**src/rtl/fetch_stage.sv**
```systemverilog
// fetch_stage: PC/next-PC selection with return-address stack, hazard stall,
// redirect flush and IF/ID pipeline register.
module fetch_stage #(
  parameter int ADDR_LEN  = 12,
  parameter int INSTR_LEN = 19,
  parameter int RAS_DEPTH = 8
) (
  input  logic                 clk,
  input  logic                 rst,
  output logic [ADDR_LEN-1:0]  imem_addr,
  input  logic [INSTR_LEN-1:0] imem_data,
  input  logic                 stall,
  input  logic                 id_jump,
  input  logic                 id_call,
  input  logic                 id_ret,
  input  logic                 id_branch_taken,
  output logic [INSTR_LEN-1:0] id_instruction,
  output logic [ADDR_LEN-1:0]  id_pc_plus1,
  output logic                 id_valid,
  output logic                 ras_overflow,
  output logic                 ras_underflow
);
  localparam int PW = $clog2(RAS_DEPTH);
  localparam logic [ADDR_LEN-1:0] ONE = ADDR_LEN'(1);
  logic [ADDR_LEN-1:0]  pc_q, pc_d, pp1_q, pp1_d, tgt, pop_val;
  logic [INSTR_LEN-1:0] ins_q, ins_d;
  logic                 val_q, val_d, ovf_q, ovf_d, unf_q, unf_d;
  logic [PW:0]          cnt_q, cnt_d;
  logic [ADDR_LEN-1:0]  ras_q [RAS_DEPTH];
  logic [PW-1:0]        top;
  logic                 go, redir, do_ret, do_call, push, empty, full;
  assign go      = val_q & ~stall;
  assign redir   = go & (id_ret | id_call | id_jump | id_branch_taken);
  assign do_ret  = go & id_ret;
  assign do_call = go & ~id_ret & id_call;
  assign empty   = cnt_q == '0;
  assign full    = cnt_q == (PW+1)'(RAS_DEPTH);
  assign push    = do_call & ~full;
  assign top     = PW'(cnt_q - (PW+1)'(1));
  assign pop_val = empty ? '0 : ras_q[top];
  always_comb begin
    tgt   = do_ret ? pop_val
          : (id_call | id_jump) ? id_instruction[ADDR_LEN-1:0]
          : pp1_q + {{(ADDR_LEN-8){ins_q[7]}}, ins_q[7:0]};
    pc_d  = stall ? pc_q  : redir ? tgt : pc_q + ONE;
    ins_d = stall ? ins_q : redir ? '0  : imem_data;
    pp1_d = stall ? pp1_q : redir ? '0  : pc_q + ONE;
    val_d = stall ? val_q : ~redir;
    cnt_d = push ? cnt_q + (PW+1)'(1)
          : (do_ret & ~empty) ? cnt_q - (PW+1)'(1) : cnt_q;
    ovf_d = ovf_q | (do_call & full);
    unf_d = unf_q | (do_ret & empty);
  end
  always_ff @(posedge clk or negedge rst) begin
    if (!rst) begin
      pc_q  <= '0;
      ins_q <= '0;
      pp1_q <= '0;
      val_q <= 1'b0;
      cnt_q <= '0;
      ovf_q <= 1'b0;
      unf_q <= 1'b0;
    end else begin
      pc_q  <= pc_d;
      ins_q <= ins_d;
      pp1_q <= pp1_d;
      val_q <= val_d;
      cnt_q <= cnt_d;
      ovf_q <= ovf_d;
      unf_q <= unf_d;
    end
  end
  // Entries above the count are unreachable, so the storage needs no reset.
  always_ff @(posedge clk) begin
    if (push) ras_q[cnt_q[PW-1:0]] <= pp1_q;
  end
  assign imem_addr      = pc_q;
  assign id_instruction = ins_q;
  assign id_pc_plus1    = pp1_q;
  assign id_valid       = val_q;
  assign ras_overflow   = ovf_q;
  assign ras_underflow  = unf_q;
endmodule
```
**config.mk**
```make
export PLATFORM = sky130hd
export DESIGN_NAME = fetch_stage
export DESIGN_NICKNAME = d
export VERILOG_FILES = /design/src/rtl/fetch_stage.sv
export SDC_FILE = /design/constraint.sdc
export NUM_CORES = 1
export LEC_CHECK = 0
export BUFFER_PORTS_ARGS = -buffer_cell sky130_fd_sc_hd__buf_4
export CAP_MARGIN = 15
export CORE_MARGIN = 4
export CORE_UTILIZATION = 25
export DETAILED_ROUTE_END_ITERATION = 12
export SLEW_MARGIN = 10
export SYNTH_ARGS = -nofsm -noshare
export SYNTH_HDL_FRONTEND = slang
export SYNTH_SLANG_ARGS = --single-unit
```
**constraint.sdc**
```tcl
create_clock -name clk -period 6.5 [get_ports clk]
set_input_delay 0.325 -clock clk [delete_from_list [all_inputs] [get_ports clk]]
set_output_delay 0.325 -clock clk [all_outputs]
set_load 0.05 [all_outputs]
```
After elaboration in Yosys (flattened, before gate mapping) --
Memory sizes are Yosys's and may differ from the RTL's. Index checks and enable logic that the tools add are counted.
Storage, ports and cells: bits in registers 50, word-level logic and storage cells 45, memory bits (writable) 96, output and inout port bits 46, memories 1, input port bits 26
Cells by class: reduce and logical (&&, ||, !) cells 2, multiplexer cells 10, $add $sub $neg 4, bitwise logic cells 20, eq/ne operators 1
Memories:
- ras_q | depth 8, width 12, read ports 1, clocked after Yosys merged registers in 0, wr ports 1, line 29 | logic [ADDR_LEN-1:0] ras_q [RAS_DEPTH];
Operators with widths (count):
- $mux W12 | 5
- $mux W19 | 1
- $add A12 B1 Y12 const B | 1
- $add A12 B12 Y12 | 1
- $and A1 B1 Y1 | 9
- $mux W4 | 2
- $or A1 B1 Y1 | 6
- $not A1 Y1 | 5
- $add A4 B1 Y4 const B | 1
- $eq A4 B4 Y1 const B | 1
- $logic_not A4 Y1 | 1
- $sub A4 B1 Y4 const B | 1
- $mux W1 | 2
- $reduce_bool A2 Y1 | 1

Longest topological paths before layout --
Gate-level depths: netlist (run 1).
depth in word-level cells 7, mapped depth 11

Least setup slack after synthesis (run 1) --
OpenSTA, ideal clock, no wires.
kind register to register, from register cnt_q[0], to memory ras_q[0][0], enable pin, cell stages (with the launch flop) 8, path buffers 2, setup time 0.412 ns, arrival time 2.836 ns, setup slack 3.252 ns, period minus slack after synthesis 3.248 ns, path through dfrtp_1 -> buf_2 -> buf_2 -> inv_1 -> ha_1 -> nand3b_1 -> nand3_1 -> nor4_1
On the way: longest elaborated chain between the ends 5
Ends and longest elaborated chain:
- start: declaration | line 28 | logic [PW:0] cnt_q, cnt_d;
- start signal: assignment | line 68 | cnt_q <= cnt_d;
- $eq A4 B4 Y1 | line 37 | assign full = cnt_q == (PW+1)'(RAS_DEPTH);
- $not A1 Y1 | line 38 | assign push = do_call & ~full;
- $and A1 B1 Y1 | line 38
- $mux W1 | line 75 | if (push) ras_q[cnt_q[PW-1:0]] <= pp1_q;
- $mux W1 (implied by the code) | line 75
- end: declaration | line 29
Several ways; a longest one is shown, not always the timed one.

Worst setup path in the final report (run 1) --
from register cnt_q[0], to register pc_q[7] (netlist: imem_addr[7])
On the way: longest elaborated chain between the ends 5
Ends and longest elaborated chain:
- $sub A4 B1 Y4
- $mem_v2 Z8 W12
- $mux W12 * | line 40 | assign pop_val = empty ? '0 : ras_q[top];
- $mux W12 * | line 42 | tgt = do_ret ? pop_val
- $mux W12 * | line 45 | pc_d = stall ? pc_q : redir ? tgt : pc_q + ONE;
- end signal: assignment | line 64 | pc_q <= pc_d;
- end: declaration | line 25 | logic [ADDR_LEN-1:0] pc_q, pc_d, pp1_q, pp1_d, tgt, pop_val;
Mark *: on every way between the ends. The rest lies on a longest branch, timed or not. A chain may end at the register's enable or synchronous reset.

==> summary.md, run 1 <==
| Metric | Value |
|---|---|
| TritonCTS clock tree | built |
| Clock latency on the worst-skew pair | 420 ps |
| Mapped Cells | 509 |
| Drc violations | 0 |
| WL/cell | 18.0 um |
| Routability cong. | 0.823 |
| Initial DRC count | 380 |
| Switch Pwr | 1.34 mW |
| Largest net degree at the start of global routing | 75 |
| Final Skew | 10.2 ps |
| Mapped Avg Cell Area | 13.1 sq um |
| Number of buffers created by CTS | 17 |
| Post-synth ARST share | 0.342 |
| First-pass GRT wire length | 25900 um |
| Final min period | 3070 ps |
| Worst path bufs/invs | 3 |
| CP delay by family, top | buffers and inverters |
| Utilization after layout | 0.312 |
| Final WL | 16800 um |
| RSZ-0062 raised after global routing | false |
| Fin nets | 628 |
| Area of the multi-input gates | 2440 sq um |
| #FFs+latches synth | 146 |
| Top sig layer | met4 |
| Critical Path AT | 3360 ps |
| Reg clk slew, reported paths | 60 ps |
| Full die area | 29400 sq um |
| Post-synthesis cell type count | 56 |
| M1 WL | 7660 um |
| Clock root buffer | clkbuf_16 |
| Initial antenna violation count | 0 |
| Setup Crit Path Kind | reg -> reg |
| Pwr per Cell Area | 431 nW/um^2 |
| Cell-internal power | 2.19 mW |
| Gr usage total | 0.117 |
| Post-synth EDFFs | 96 |
| Die height | 171 um |
| Period utilization | 0.472 |
| 1st-pass router iterations | 6 |
| # Max-Cap Violations | 0 |
| Ys flop type | edfxtp_1 |
| FF/Latch Area | 4140 sq um |
| Startpoint Class | flip-flop |
| Core Region | 26200 sq um |
| Vias per Instance | 4.77 |
| Comb power frac | 0.357 |
| Ys Warns | 0 |
| Mapped Area | 6680 sq um |
| Crit-path slowest cell | ha_1 |
| Seq/Total Area, Yosys | 0.619 |
| Seq pwr share | 0.388 |
| DP HPWL | 11600 um |
| Die width | 171 um |
| Switching fraction of total power | 0.381 |
| Final Hold Vio Count | 0 |
| Area Overhead vs Synth | 22.6% |
| Worst setup EP type | flip-flop |
| Slew Limit Fails | 0 |
| Grt ovf | 0 |
| Critical-path cell list | buf_4 -> inv_1 -> ha_1 -> buf_4 -> mux4_2 -> a22oi_1 -> nand3_1 -> o21ai_0 -> o21ai_0 |
| Worst-Margin Slew | 965 ps |
| Slowest cell delay on critical path | 770 ps |
| Worst min path class | in -> reg |
| Peak VDD IR | 193 uV |
| Leak Pwr | 3.11 nW |
| Slew headroom | 0.355 |
| Diode count | 0 |
| Clock power frac | 0.256 |
| Post-Syn Nets | 550 |
| Fill count | 2565 |
| H-Tree Depth | 4 |
| Ports | 72 |
| Setup Viol. Count Final | 0 |
| Outcome | complete, no violations |
| Remaining antenna violation count | 0 |
| Longest Clk Path Bufs | 2 |
| DR WL met2 | 7910 um |
| Vias | 4452 |
| Number of global-route vias before repair | 4323 |
| Metal3 WL | 1060 um |
| Cell Rows | 59 |
| Crit Path Max Fanout | 32 |
| Setup tns final | 0 ps |
| Ratio of cells with drive above 1 in the final layout | 0.249 |
| Max frequency | 0.326 GHz |
| Sinks on Clock Net | 146 |
| Port-buffer cells | 71 |
| Post-cts sizing count | 0 |
| Worst Path Required | 6790 ps |
| Initial Util | 0.255 |
==> area by class of cell <==
| class | instances | area share |
|---|---|---|
| Clock buffer | 17 | 0.0519 |
| Clock inverter | 14 | 0.0141 |
| Inverter | 7 | 0.00321 |
| Multi-Input combinational cell | 332 | 0.298 |
| Sequential cell | 146 | 0.505 |
| Tap cell | 335 | 0.0512 |
| Timing Repair Buffer | 83 | 0.0764 |
==> worst reg2reg max path: stages (launching register included) <==
cell,delay [ps]
dfrtp_2,340
buf_4,470
inv_1,160
ha_1,770
buf_4,340
mux4_2,320
a22oi_1,250
nand3_1,100
o21ai_0,100
o21ai_0,100
==> worst paths after layout <==
| path | cells after the start | slack, ps | start | to |
|---|---|---|---|---|
| max in group asynchronous | 2 | 5560 | rst | cnt_q[0] |
| hold / removal | 3 | 150 | imem_data[13] | id_instruction[13] |
| hold reg to reg | 1 | 480 | ras_underflow | ras_underflow |
| setup reg to reg | 9 | 3430 | cnt_q[0] | imem_addr[7] |
| setup / recovery | 9 | 3430 | cnt_q[0] | imem_addr[7] |
| min in group asynchronous | 2 | 470 | rst | cnt_q[2] |
==> metrics by stage <==
| stage | cell area, sq um | hold WS [ps] | total power [mW] | cells | worst slack (ps) |
|---|---|---|---|---|---|
| 5_1_grt | 8190 | 144 | 3.73 | 934 | 3070 |
| 3_5_place_dp | 7640 | 403 | 2.66 | 902 | 3370 |
| 4_1_cts | 8190 | 136 | 3.57 | 934 | 3340 |
| 2_1_floorplan | 6680 | 29.4 | 2.25 | 509 | 3250 |
| 6_report | 8190 | 150 | 3.53 | 934 | 3430 |
| 3_3_place_gp | 7640 | 404 | 2.64 | 902 | 3440 |
==> cell usage after synthesis (2+ instances only) <==
| cell type | count | area share |
|---|---|---|
| nand3b_1 | 3 | 0.0034 |
| o211ai_1 | 3 | 0.0034 |
| a21oi_1 | 20 | 0.015 |
| xor2_1 | 8 | 0.010 |
| a222oi_1 | 5 | 0.0075 |
| a211oi_1 | 4 | 0.0045 |
| nor2_1 | 28 | 0.016 |
| o21ai_0 | 41 | 0.031 |
| o31a_1 | 2 | 0.0026 |
| edfxtp_1 | 96 | 0.43 |
| buf_2 | 5 | 0.0037 |
| mux4_2 | 24 | 0.081 |
| o221ai_1 | 2 | 0.0026 |
| and3_1 | 4 | 0.0037 |
| ha_1 | 14 | 0.026 |
| nand2b_1 | 6 | 0.0056 |
| o311ai_0 | 2 | 0.0026 |
| clkbuf_1 | 17 | 0.0096 |
| nand3_1 | 8 | 0.0060 |
| mux2i_1 | 4 | 0.0060 |
| nand2_1 | 69 | 0.039 |
| nor3b_1 | 2 | 0.0022 |
| o31ai_1 | 6 | 0.0067 |
| or3_1 | 2 | 0.0019 |
| xnor2_1 | 13 | 0.017 |
| nor2b_1 | 5 | 0.0047 |
| a22oi_1 | 6 | 0.0067 |
| dfrtp_1 | 50 | 0.19 |
| and2_1 | 2 | 0.0019 |
| a22o_1 | 3 | 0.0039 |
| nor3_1 | 12 | 0.0090 |
| o21a_1 | 4 | 0.0045 |
| inv_1 | 7 | 0.0039 |
| a21o_1 | 10 | 0.011 |
==> layout by cell type (no fill, tap or decap), types with 7 or more instances in the layout <==
master / instances
o21ai_0: 41
edfxtp_1: 96
clkbuf_16: 17
a21o_1: 10
nor3_1: 8
xnor2_1: 13
nand2_1: 69
ha_1: 14
mux4_2: 24
nor2_1: 28
dfrtp_1: 49
xor2_1: 8
buf_4: 82
inv_1: 7
a21oi_1: 20
nand3_1: 8
==> repair_timing <==
item                                   CTS  global route
endpoints found under the hold margin   50             0
buffers inserted                         0             0
hold buffers                             1             0
==> cells by family (layout without fill, tap and decap cells) <==
group	count (synthesis)	after routing	share of synthesized area
compound gates	115	115	0.110
xor+xnor	21	21	0.0275
fa+ha+maj	15	15	0.0292
buf+inv	31	121	0.0195
flops	146	146	0.619
mux	29	29	0.0886
simple gates	152	152	0.106
==> layer usage <==
layer | GRT usage | vias up
li1 | - | 2084
met1 | 0.163 | 2242
met2 | 0.178 | 111
met3 | 0.0388 | 15
met4 | 0.0293 | 0
met5 | 0 | -
==> power groups by stage <==
stage | combinational (mW) | sequential [mW] | clock [mW]
floorplan | 0.672 | 1.58 | 0
finish | 1.26 | 1.37 | 0.902
global placement | 1.26 | 1.38 | 0
global route | 1.37 | 1.39 | 0.966
CTS | 1.28 | 1.37 | 0.919
detailed placement | 1.27 | 1.39 | 0
==> flip-flops by register name, indices dropped and copies added (netlist names) <==
register        cells
cnt_q               4
ras_underflow       1
id_valid            1
id_instruction     19
imem_addr          12
ras_overflow        1
ras_q              96
id_pc_plus1        12
Note: power is estimated with default switching activity, not from simulation.
==> run 2, diff against run 1 <==
- clock period: 6.5 -> 2.9 ns (I/O delays scaled with it)
==> run 2 against run 1 <==
Clock skew fell by 3.6 ps. Critical path type unchanged. Utilization rose by 1.2 points. Combinational power rose by 140%. Worst hold slack got worse by 67 ps. Cell count rose by 3.0%. Die area did not move.
==> summary.md, run 2 (same netlist as run 1, synthesis figures left out) <==
| Metric | Value |
|---|---|
| Die width | 171 um (unchanged) |
| Period utilization | 0.898 (+0.426) |
| Cell-internal power | 5.16 mW (+140%) |
| Number of global-route vias before repair | 4511 (+4.3%) |
| Critical Path AT | 2890 ps (-470 ps) |
| 1st-pass router iterations | 7 (+1) |
| Longest Clk Path Bufs | 2 (unchanged) |
| Grt ovf | 0 (unchanged) |
| Worst setup EP type | flip-flop |
| Port-buffer cells | 71 (unchanged) |
| Slew Limit Fails | 0 (unchanged) |
| # Max-Cap Violations | 0 (unchanged) |
| Post-cts sizing count | 0 (unchanged) |
| First-pass GRT wire length | 27200 um (+5.2%) |
| H-Tree Depth | 4 (unchanged) |
| Gr usage total | 0.122 (+0.00518) |
| Crit Path Max Fanout | 11 (-66%) |
| Slew headroom | 0.400 (+0.0452) |
| Most frequent cells in the layout | edfxtp_1 (96), buf_4 (89), nand2_1 (69) |
| Pwr per Cell Area | 978 nW/um^2 (+130%) |
| Startpoint Class | flip-flop |
| Most common cell after layout, fill and taps aside | edfxtp_1 |
| Setup tns final | 0 ps (unchanged) |
| Sinks on Clock Net | 146 (unchanged) |
| Outcome | complete, no violations |
| Final hold slack | 83.5 ps (-66.9 ps) |
| Initial Util | 0.255 (unchanged) |
| WL/cell | 18.4 um (+2.0%) |
| Area Overhead vs Synth | 27.4% |
| DP HPWL | 12300 um (+5.6%) |
| Setup Crit Path Kind | reg -> reg |
| Clock latency on the worst-skew pair | 420 ps (about the same) |
| Worst Hold Path EP | ras_overflow |
| Die height | 171 um (unchanged) |
| Ports | 72 (unchanged) |
| Worst Path Required | 3190 ps (-3600 ps) |
| Diode count | 0 (unchanged) |
| Number of buffers created by CTS | 17 (unchanged) |
| Peak VDD IR | 499 uV (+160%) |
| Clock root buffer | clkbuf_16 |
| Vias | 4601 (+3.3%) |
| Initial DRC count | 479 (+26%) |
| Comb power frac | 0.360 (+0.003) |
| RSZ-0062 raised after global routing | false |
| Reg-to-reg setup timing slack | 300 ps (-3140 ps) |
| Ratio of cells with drive above 1 in the final layout | 0.249 (about the same) |
| Final Hold Vio Count | 0 (unchanged) |
| Remaining antenna violation count | 0 (unchanged) |
| Pwr Total | 8.32 mW (+140%) |
| Final WL | 17700 um (+5.0%) |
| Cell Rows | 59 (unchanged) |
| Worst-Margin Slew | 900 ps (-64.2 ps) |
| Final min period | 2600 ps (-463 ps) |
| Hold path depth | 4 (+1) |
| Largest net degree at the start of global routing | 51 (-32%) |
| R2R cell count | 9 (unchanged) |
| Fin nets | 655 (+4.3%) |
| Worst min path class | in -> reg |
| Routability cong. | 0.809 (-1.7%) |
| RR Startpoint | id_pc_plus1[0] |
| Clock power frac | 0.273 (+0.017) |
| Full die area | 29400 sq um (unchanged) |
| Drc violations | 0 (unchanged) |
| Seq pwr share | 0.367 (-0.021) |
| Setup Viol. Count Final | 0 (unchanged) |
| Core Region | 26200 sq um (unchanged) |
| Leak Pwr | 3.26 nW (+4.8%) |
| Switching fraction of total power | 0.380 (-0.000419) |
| Fill count | 2548 (-0.66%) |
| Initial antenna violation count | 0 (unchanged) |
| Max reg flops | 96 (unchanged) |
| Max frequency | 0.384 GHz (+18%) |
| Reg clk slew, reported paths | 60 ps (about the same) |
| TritonCTS clock tree | built |
| Switch Pwr | 3.16 mW (+140%) |
| Final Skew | 6.52 ps (-3.65 ps) |
| Hold_sp | id_ret |
| Vias per Instance | 4.78 (+0.34%) |
| R2r endpoint | imem_addr[4] |
-- run 2: cell types whose count changed in the layout (fill, tap and decap cells not counted), moves of 2 or more --
| cell | delta |
|---|---|
| buf_4 | +7 |
| bufinv_16 | +2 |
| inv_8 | +2 |
| dlygate4sd3_1 | +20 |
| clkinv_2 | -4 |
-- run 2: layout make-up --
type / instances / area (sq um) / share of cell area
well taps: 335 / 419 / 0.0493
repair buffers: 110 / 878 / 0.103
multi-input cells: 332 / 2440 / 0.287
flip-flops and latches: 146 / 4140 / 0.486
clock inverters: 15 / 183 / 0.0215
inverters: 7 / 26.3 / 0.00309
clock buffers: 17 / 425 / 0.0500
-- run 2: metal layers --
| layer | global-route usage | part of all wire | wire length [um] | up-vias |
|---|---|---|---|---|
| met5 | 0 | 0 | 0 | - |
| met4 | 0.0265 | 0.0080 | 141 | 0 |
| met3 | 0.0361 | 0.061 | 1080 | 13 |
| met2 | 0.191 | 0.48 | 8440 | 128 |
| met1 | 0.170 | 0.45 | 8020 | 2316 |
| li1 | - | - | - | 2144 |
-- run 2: critical path, cell delays in order (launching register included) --
cell and delay (ps):
dfrtp_1 580, ha_1 270, inv_1 70, fa_1 410
nor2b_1 170, o31a_1 200, a211oi_1 70, a21o_1 180
a222oi_1 340, o221ai_1 180
-- run 2: how the worst max path moves through the flow --
stage,to,start,slack [ps],depth (start not counted)
2_1_floorplan,ras_q[1][0],cnt_q[0],-80,7
3_3_place_gp,imem_addr[10],id_pc_plus1[2],440,7
3_5_place_dp,imem_addr[4],id_pc_plus1[0],290,9
4_1_cts,imem_addr[4],id_pc_plus1[0],280,9
5_1_grt,imem_addr[4],id_pc_plus1[0],140,9
6_report,imem_addr[4],id_pc_plus1[0],300,9
-- run 2: stage by stage --
| stage | util | instance area [sq um] | setup slack (ps) | std cells |
|---|---|---|---|---|
| after detailed placement | 0.293 | 7690 | 293 | 909 |
| after global routing | 0.325 | 8510 | 135 | 962 |
| after floorplan | - | 6690 | -82.9 | 509 |
| after CTS | 0.325 | 8510 | 275 | 962 |
| after global placement | 0.293 | 7690 | 444 | 909 |
| final | 0.325 | 8510 | 295 | 962 |
-- run 2: timing repair --
action | 4_1_cts | 5_1_grt
hold endpoints to repair | 70 | 0
setup buffers | 0 | 0
hold buffers | 21 | 0
-- run 2: power groups by stage --
stage / logic, mW / registers [mW] / clock network, mW
floorplan: 1.52 / 3.53 / 0
global placement: 2.98 / 3.10 / 0
detailed placement: 3.00 / 3.10 / 0
CTS: 3.03 / 3.06 / 2.30
global route: 3.22 / 3.12 / 2.41
finish: 2.99 / 3.06 / 2.27
